`src/rtl/bit_serializer_pkg.sv`:
```
// ---------------------------------------------------------------------------
// bit_serializer_pkg
// Shared definitions for the parallel-to-serial stage that feeds the serial
// sequence detector.
//   state_t      : FSM state encoding (IDLE / SHIFT / PAR)
//   cnt_width()  : width of the bit-position counter for a given word width
//   even_parity(): XOR reduction of a (zero-extended) word
// Optional feature macro used by the importers: BIT_SERIALIZER_PARITY_EN.
// ---------------------------------------------------------------------------
package bit_serializer_pkg;

    typedef enum logic [1:0] {
        IDLE  = 2'b00,
        SHIFT = 2'b01,
        PAR   = 2'b10
    } state_t;

    // Counter width for a word of 'width' bits; never narrower than one bit.
    function automatic int cnt_width(input int width);
        return (width > 32'sd1) ? $clog2(width) : 32'sd1;
    endfunction

    // Even parity bit of a word; callers zero-extend narrower words to 32 bits.
    function automatic logic even_parity(input logic [31:0] word);
        return ^word;
    endfunction

endpackage : bit_serializer_pkg

```
`src/rtl/bit_counter.sv`:
```
// ---------------------------------------------------------------------------
// bit_counter
// Bit-position counter for the serializer. Counts 0..LIMIT-1 while enabled,
// wraps to 0 after LIMIT-1, and decodes the terminal and pre-terminal counts.
// Ports:
//   clk      in  clock, rising edge
//   rstn     in  asynchronous active-low reset
//   clr      in  synchronous clear to 0 (wins over en)
//   en       in  advance one position
//   last     out count == LIMIT-1 (last bit of a frame)
//   pre_last out count == LIMIT-2 (next bit is the last one)
// ---------------------------------------------------------------------------
module bit_counter
    import bit_serializer_pkg::*;
#(
    parameter int unsigned LIMIT = 8,
    parameter int unsigned CW    = cnt_width(LIMIT)
) (
    input  logic clk,
    input  logic rstn,
    input  logic clr,
    input  logic en,
    output logic last,
    output logic pre_last
);

    localparam logic [CW-1:0] LAST_C = CW'(LIMIT - 32'd1);
    localparam logic [CW-1:0] PRE_C  = CW'(LIMIT - 32'd2);

    logic [CW-1:0] cnt_r;

    // Position counter: clear on a new word, wrap at the frame boundary.
    always_ff @(posedge clk or negedge rstn) begin
        if (!rstn) begin
            cnt_r <= '0;
        end else if (clr) begin
            cnt_r <= '0;
        end else if (en) begin
            if (cnt_r == LAST_C) begin
                cnt_r <= '0;
            end else begin
                cnt_r <= cnt_r + CW'(1'b1);
            end
        end else begin
            cnt_r <= cnt_r;
        end
    end

    assign last     = (cnt_r == LAST_C);
    assign pre_last = (cnt_r == PRE_C);

endmodule : bit_counter

```
`src/rtl/bit_serializer.sv`:
```
// ---------------------------------------------------------------------------
// bit_serializer
// Accepts a WIDTH-bit word over a valid/ready handshake and shifts it out one
// bit per clock on x_out, which drives the sequence detector's x_in. x_out is
// held at 0 between frames; back-to-back frames run with no gap bit.
// Parameters:
//   WIDTH     : word width, 2..32
//   MSB_FIRST : 1 = bit WIDTH-1 first, 0 = bit 0 first
// Ports:
//   clk        in  clock, rising edge
//   rstn       in  asynchronous active-low reset
//   data_in    in  word to serialize (sampled on an accepted load)
//   load_valid in  producer has a word on data_in
//   load_ready out block can accept a word this cycle (decoded, not registered)
//   x_out      out serial bit (registered)
//   x_valid    out x_out carries a frame bit (registered)
//   frame_done out pulse with the final bit of a frame (registered)
// Optional feature: define BIT_SERIALIZER_PARITY_EN to append one even-parity
// bit (state PAR) after the data bits; frame length becomes WIDTH+1.
// ---------------------------------------------------------------------------
module bit_serializer
    import bit_serializer_pkg::*;
#(
    parameter int unsigned WIDTH     = 8,
    parameter bit          MSB_FIRST = 1'b1
) (
    input  logic             clk,
    input  logic             rstn,
    input  logic [WIDTH-1:0] data_in,
    input  logic             load_valid,
    output logic             load_ready,
    output logic             x_out,
    output logic             x_valid,
    output logic             frame_done
);

`ifdef BIT_SERIALIZER_PARITY_EN
    localparam bit PARITY_C = 1'b1;
`else
    localparam bit PARITY_C = 1'b0;
`endif

    state_t           state_r;
    logic [WIDTH-1:0] shreg_r;
    logic             x_out_r;
    logic             x_valid_r;
    logic             frame_done_r;
`ifdef BIT_SERIALIZER_PARITY_EN
    logic             parity_r;
`endif

    logic             ready_s;
    logic             accept_s;
    logic             cnt_en_s;
    logic             last_s;
    logic             pre_last_s;

    // First bit to present for a word.
    function automatic logic head_bit(input logic [WIDTH-1:0] w);
        if (MSB_FIRST) begin
            return w[WIDTH-1];
        end else begin
            return w[0];
        end
    endfunction

    // Word with its head bit consumed, zero-filled from the far end.
    function automatic logic [WIDTH-1:0] shift_word(input logic [WIDTH-1:0] w);
        if (MSB_FIRST) begin
            return {w[WIDTH-2:0], 1'b0};
        end else begin
            return {1'b0, w[WIDTH-1:1]};
        end
    endfunction

    // Ready decode: idle, or the final cycle of a frame; forced low in reset.
    always_comb begin
        ready_s = 1'b0;
        if (!rstn) begin
            ready_s = 1'b0;
        end else begin
            case (state_r)
                IDLE:    ready_s = 1'b1;
                SHIFT:   ready_s = last_s && !PARITY_C;
`ifdef BIT_SERIALIZER_PARITY_EN
                PAR:     ready_s = 1'b1;
`endif
                default: ready_s = 1'b0;
            endcase
        end
    end

    assign accept_s = load_valid && ready_s;
    assign cnt_en_s = (state_r == SHIFT);

    // A new word restarts the counter at position 0 (its first bit is
    // already on x_out in the following cycle).
    bit_counter #(
        .LIMIT (WIDTH)
    ) u_bit_counter (
        .clk      (clk),
        .rstn     (rstn),
        .clr      (accept_s),
        .en       (cnt_en_s),
        .last     (last_s),
        .pre_last (pre_last_s)
    );

    // Frame FSM with registered serial outputs. Outputs are loaded one edge
    // ahead, so frame_done is armed while the counter sits on the
    // second-to-last data bit (or on the last one when parity follows).
    always_ff @(posedge clk or negedge rstn) begin
        if (!rstn) begin
            state_r      <= IDLE;
            shreg_r      <= '0;
            x_out_r      <= 1'b0;
            x_valid_r    <= 1'b0;
            frame_done_r <= 1'b0;
`ifdef BIT_SERIALIZER_PARITY_EN
            parity_r     <= 1'b0;
`endif
        end else begin
            case (state_r)
                IDLE: begin
                    if (accept_s) begin
                        state_r      <= SHIFT;
                        x_out_r      <= head_bit(data_in);
                        shreg_r      <= shift_word(data_in);
                        x_valid_r    <= 1'b1;
                        frame_done_r <= 1'b0;
`ifdef BIT_SERIALIZER_PARITY_EN
                        parity_r     <= even_parity(32'(data_in));
`endif
                    end else begin
                        state_r      <= IDLE;
                        shreg_r      <= '0;
                        x_out_r      <= 1'b0;
                        x_valid_r    <= 1'b0;
                        frame_done_r <= 1'b0;
                    end
                end
                SHIFT: begin
                    if (!last_s) begin
                        state_r      <= SHIFT;
                        x_out_r      <= head_bit(shreg_r);
                        shreg_r      <= shift_word(shreg_r);
                        x_valid_r    <= 1'b1;
                        frame_done_r <= pre_last_s && !PARITY_C;
`ifdef BIT_SERIALIZER_PARITY_EN
                    end else begin
                        state_r      <= PAR;
                        x_out_r      <= parity_r;
                        shreg_r      <= '0;
                        x_valid_r    <= 1'b1;
                        frame_done_r <= 1'b1;
                    end
`else
                    end else if (accept_s) begin
                        state_r      <= SHIFT;
                        x_out_r      <= head_bit(data_in);
                        shreg_r      <= shift_word(data_in);
                        x_valid_r    <= 1'b1;
                        frame_done_r <= 1'b0;
                    end else begin
                        state_r      <= IDLE;
                        shreg_r      <= '0;
                        x_out_r      <= 1'b0;
                        x_valid_r    <= 1'b0;
                        frame_done_r <= 1'b0;
                    end
`endif
                end
`ifdef BIT_SERIALIZER_PARITY_EN
                PAR: begin
                    if (accept_s) begin
                        state_r      <= SHIFT;
                        x_out_r      <= head_bit(data_in);
                        shreg_r      <= shift_word(data_in);
                        x_valid_r    <= 1'b1;
                        frame_done_r <= 1'b0;
                        parity_r     <= even_parity(32'(data_in));
                    end else begin
                        state_r      <= IDLE;
                        shreg_r      <= '0;
                        x_out_r      <= 1'b0;
                        x_valid_r    <= 1'b0;
                        frame_done_r <= 1'b0;
                    end
                end
`endif
                default: begin
                    state_r      <= IDLE;
                    shreg_r      <= '0;
                    x_out_r      <= 1'b0;
                    x_valid_r    <= 1'b0;
                    frame_done_r <= 1'b0;
                end
            endcase
        end
    end

    assign load_ready = ready_s;
    assign x_out      = x_out_r;
    assign x_valid    = x_valid_r;
    assign frame_done = frame_done_r;

endmodule : bit_serializer

```
`config.mk`:
```
export PLATFORM = sky130hd
export DESIGN_NAME = bit_serializer
export DESIGN_NICKNAME = d
export VERILOG_FILES = /design/src/rtl/bit_serializer_pkg.sv /design/src/rtl/bit_counter.sv /design/src/rtl/bit_serializer.sv
export SDC_FILE = /design/constraint.sdc
export NUM_CORES = 1
export LEC_CHECK = 0
export ABC_AREA = 1
export BUFFER_PORTS_ARGS = -buffer_cell sky130_fd_sc_hd__clkbuf_2
export CAP_MARGIN = 20
export CORE_MARGIN = 2
export CORE_UTILIZATION = 44
export CTS_CLUSTER_DIAMETER = 200
export CTS_CLUSTER_SIZE = 16
export DETAILED_ROUTE_END_ITERATION = 7
export HOLD_SLACK_MARGIN = 0.03
export PLACE_DENSITY_LB_ADDON = 0.25
export SYNTH_ARGS = -nofsm -noshare
export SYNTH_HDL_FRONTEND = slang
export SYNTH_HIERARCHICAL = 1
export SYNTH_SLANG_ARGS = --single-unit
```
`constraint.sdc`:
```
create_clock -name clk -period 1.5 [get_ports clk]
set_input_delay 0.225 -clock clk [delete_from_list [all_inputs] [get_ports clk]]
set_output_delay 0.225 -clock clk [all_outputs]
set_load 0.01 [all_outputs]
```
# Word level (Yosys, flattened, before mapping)
# Index checks and enable logic that the tools add are counted.
[word_totals]
register_bits = 16
in_bits = 11
out_inout_bits = 4
word_cells = 32
[classes]
add_sub_neg = 1
n_eq_ne = 3
muxes = 19
reduce_logical = 3
[ops]
columns = ["cell", "n"]
rows = [
  ["two-way mux 8 bit", 2],
  ["case mux 8 bit (2 select lines)", 1],
  ["two-way mux 1 bit", 9],
  ["two-way mux 3 bit", 3],
  ["case mux 1 bit (2 select lines)", 4],
  ["equality test 3 bit (second input constant)", 2],
  ["adder 3 x 1 -> 3 bit (second input constant)", 1],
  ["equality test 2 x 1 -> 1 bit (second input constant)", 1],
  ["logical NOT 2 bit", 1],
  ["nonzero test 2 bit", 1],
  ["logical AND 1 bit", 1],
]

# Longest topological paths before layout
[logic_depth]
ltp_word = 7
mapped_depth = 10
depth_no_buf = 9

# Hierarchy
# The synthesis kept the hierarchy.
[modules_own_cells]
columns = ["module", "instances", "cells_per_inst", "area_per_inst_um2", "seq_area_each_um2"]
rows = [
  ["bit_serializer", 1, 46, 434.2, 250.2],
  ["bit_counter", 1, 22, 178.9, 75.1],
]

# Worst setup path before layout
# Ideal clock, no wire load.
[synth_timing]
kind = "register -> register"
startpoint = "reg u_bit_counter.cnt_r[0]"
endpoint = "reg u_bit_counter.cnt_r[0]"
setup_time_ns = 0.065
arrival_time_ns = 1.371
t_required_ns = 1.435
setup_slack_ns = 0.064
path_stages_with_launch = 11
path_buffers = 1
period_less_slack_ns = 1.436
path_cell_list = "dfrtp_1 -> ha_1 -> ha_1 -> inv_1 -> nand2_2 -> buf_6 -> nand3_4 -> inv_1 -> nor2_2 -> nand2_1 -> nand2_1"
[synth_between]
elab_chain_len = 5
word_cells_on_any_way = 9
cone_classes = "1 x add/sub; 1 x eq/ne; 5 x mux; 2 x reduce/logical"
[synth_lines]
columns = ["item", "line_no", "rtl"]
rows = [
  ["from (decl)", "bit_counter.sv:30", "logic [CW-1:0] cnt_r;"],
  ["from (signal assigned)", "bit_counter.sv:42", "cnt_r <= cnt_r + CW'(1'b1);"],
  ["from (signal assigned)", "bit_counter.sv:45", "cnt_r <= cnt_r;"],
  ["equality test 3 bit (*)", "bit_counter.sv:49", "assign last = (cnt_r == LAST_C);"],
  ["via last_s", "bit_serializer.sv:55", "logic last_s;"],
  ["case mux 1 bit (2 select lines) (*)", "bit_serializer.sv:82", "case (state_r)"],
  ["two-way mux 1 bit (*)", "bit_serializer.sv:79", "if (!rstn) begin"],
  ["logical AND 1 bit (*)", "bit_serializer.sv:93", "assign accept_s = load_valid && ready_s;"],
  ["via accept_s", "bit_serializer.sv:53", "logic accept_s;"],
  ["two-way mux 3 bit / nonzero test 2 bit (equally long branches)", "-", ""],
]
# Mark *: on every way through the listed nets, which the timed path passes. The rest lies on a longest branch. The select of a mux whose other input is x is not followed.
# A chain may end at the register's enable or synchronous reset.

# Worst setup path in the final report
[layout_timing]
startpoint = "reg u_bit_counter.cnt_r[0]"
endpoint = "out load_ready"
[layout_between]
elab_chain_len = 3
[layout_lines]
columns = ["item", "line_no", "rtl"]
rows = [
  ["equality test 3 bit", "bit_counter.sv:49", ""],
  ["via last_s", "bit_serializer.sv:55", ""],
  ["case mux 1 bit (2 select lines)", "bit_serializer.sv:82", ""],
  ["two-way mux 1 bit", "bit_serializer.sv:79", ""],
  ["to (decl)", "bit_serializer.sv:31", "output logic load_ready,"],
]
# The timed path passes the listed nets, and every way through them passes these cells.

==> qor.yml <==
final-setup-viol-count: 1
routed_wl_mm: 1.33
gr-total-overflow: 0
peakVddDrop_mv: 1.08
drt-wirelength-per-cell_um: 11.9
grt_pass1_vias: 449
power_leakage_nw: 0.478
rsz0062_at_grt: "true"
gp_congestion: 0.828
synth_area_per_cell_sq_um: 9.02
firstDrtPassIters: 4
synth_top_family_by_area: "simple AND/OR/NAND/NOR gates"
antenna_found_initial: 0
ys.warnings.count: 6
cts_buffers: 3
grt_use_met3_pct: 6.38
power.total_mw: 1.40
vias: 520
cp-start-kind: "flip-flop"
hold_class: "in2reg"
synthMuxAreaShare_pct: 0
clk_pin_slew_ps: 80
core.rowCount: 13
hpwl_um: 862
fin_crit_sh_pct: 106
seq_area_frac_synth_pct: 53.1
ys_types: 13
setup_ws_ps: -88.6
drive_gt1_share_pct: 37.5
fp.dieArea_sq_mm: 0.00171
synth_xor_area_share_pct: 0
grt_max_degree: 9
antenna_left: 0
synth_fa_ha_area_share_pct: 6.12
slew-limit-headroom_pct: 83.1
final_common_cell: "nand2_1"
dr.first_iter.drc_count: 19
outcome: "finished with violations"
grt_util_met2_pct: 28.9
tritoncts: "built"
ys_ff_latch: 13
area_growth_pct: 35.3
synth-simple-area-share_pct: 31.4
diodes: 0
mostFrequentLayoutCells: "nand2_1 (22), clkbuf_2 (14), dfrtp_1 (13)"
violations: "negative setup slack"
clockRootBuffer: "clkbuf_4"
fin_skew_ps: 1.07
die_w_um: 41.3
whs_ps: 145
maxCapViolCount: 0
cts.sinks: 13
grt_use_met1_pct: 25.1
portBuffers: 14
syn-num-nets: 82
worst_pin_slew_ps: 253
h-tree-depth: 1
clockBufferDepth: 2
synth_compound_area_share_pct: 0
cp_max_fo: 2
syn_area_sq_um: 613
grt_most_used_layer: "met2"
grtUsageTotal_pct: 18.7
worstSetupEndpointType: "output port"
stdcell_area_sq_um: 830
cp.arrival_ps: 1360
post-place-ws_ps: 40.6
grt_pass1_wl_mm: 2.01
drcViolationCount: 0
place_area_sq_um: 723
ios: 15
path_class: "reg2out"
initial_core_util_pct: 47.1
syn_inst: 68
fp.dieH_um: 41.3
power.density_mw_per_mm2: 1690
core_area_sq_mm: 0.00130
fin_cells: 111
insertion_delay_ps: 270
slew_violations: 0
dp.cells: 100
period_minus_slack_ps: 1590
fmax_ghz: 0.629
viasPerCell: 4.68
tns_ps: -88.6
fin_util_pct: 63.7
fin_nets: 111
worstPathRequired_ps: 1270
timing_hold_violations_final: 0
-- logic make-up (layout without fill, tap and decap cells) --
| kind of cell | count (synthesis) | in the layout |
|---|---|---|
| DFF | 13 | 13 |
| adders and majority gates | 3 | 3 |
| and+or+nand+nor | 40 | 40 |
| buffers and inverters | 12 | 40 |
-- power breakdown --
group          switching (mW)  internal [mW]
Combinational           0.328          0.317
Clock                   0.116          0.103
Sequential             0.0768          0.458
Total                   0.521          0.878
-- state kept, by name (all words and copies together), names as in the netlist --
register             flops
frame_done               1
shreg_r                  7
state_r                  1
u_bit_counter/cnt_r      3
x_out                    1
-- layer usage --
layer  up-vias  share of wire, %
met1       236                47
met4         0                 0
met5         -                 0
met2        14                47
li1        270                 -
met3         0               5.2
-- area by class of cell --
cell class                 instances  area, sq um
timing repair buffer              27          173
clock buffer                       4         26.3
multi-input combinational         43          250
sequential                        13          325
fill                             110          472
inverter                           9         36.3
tap                               15         18.8
-- worst paths after layout --
path	start	end	slack [ps]	cells past startpoint
worst max-delay path	u_bit_counter/cnt_r[0]	load_ready	-90	7
worst min-delay path	data_in[0]	shreg_r[1]	150	3
min in group asynchronous	rstn	state_r[0]	410	2
max in group asynchronous	rstn	shreg_r[6]	800	3
worst max register to register	u_bit_counter/cnt_r[0]	u_bit_counter/cnt_r[2]	30	10
worst min register to register	shreg_r[5]	shreg_r[6]	460	2
-- synth_stat cells --
cell     count  area [sq um]
buf_6        1          11.3
buf_4        1          7.51
nand3_4      1          17.5
nor2_2       2          12.5
ha_1         3          37.5
dfrtp_1     13           325
nand3_1      3          15.0
inv_1        9          33.8
nand2_1     22          82.6
nor2_1       4          15.0
buf_2        1          5.00
nand4_1      7          43.8
nand2_2      1          6.26
-- worst max-delay path: stages, from the launching register on --
cell and delay, ps:
dfrtp_1 400, ha_2 210, ha_4 170, inv_4 60, nand2_4 40, inv_2 60
nor2_1 30, clkbuf_2 110
-- what timing repair did --
item,in CTS,in global routing
gates cloned,0,0
endpoints found under the hold margin,3,0
hold buffers,2,0
resized for setup,6,1
buffers inserted,4,1
endpoints found under the setup margin,1,4
Power figures use the tool's default switching activity.
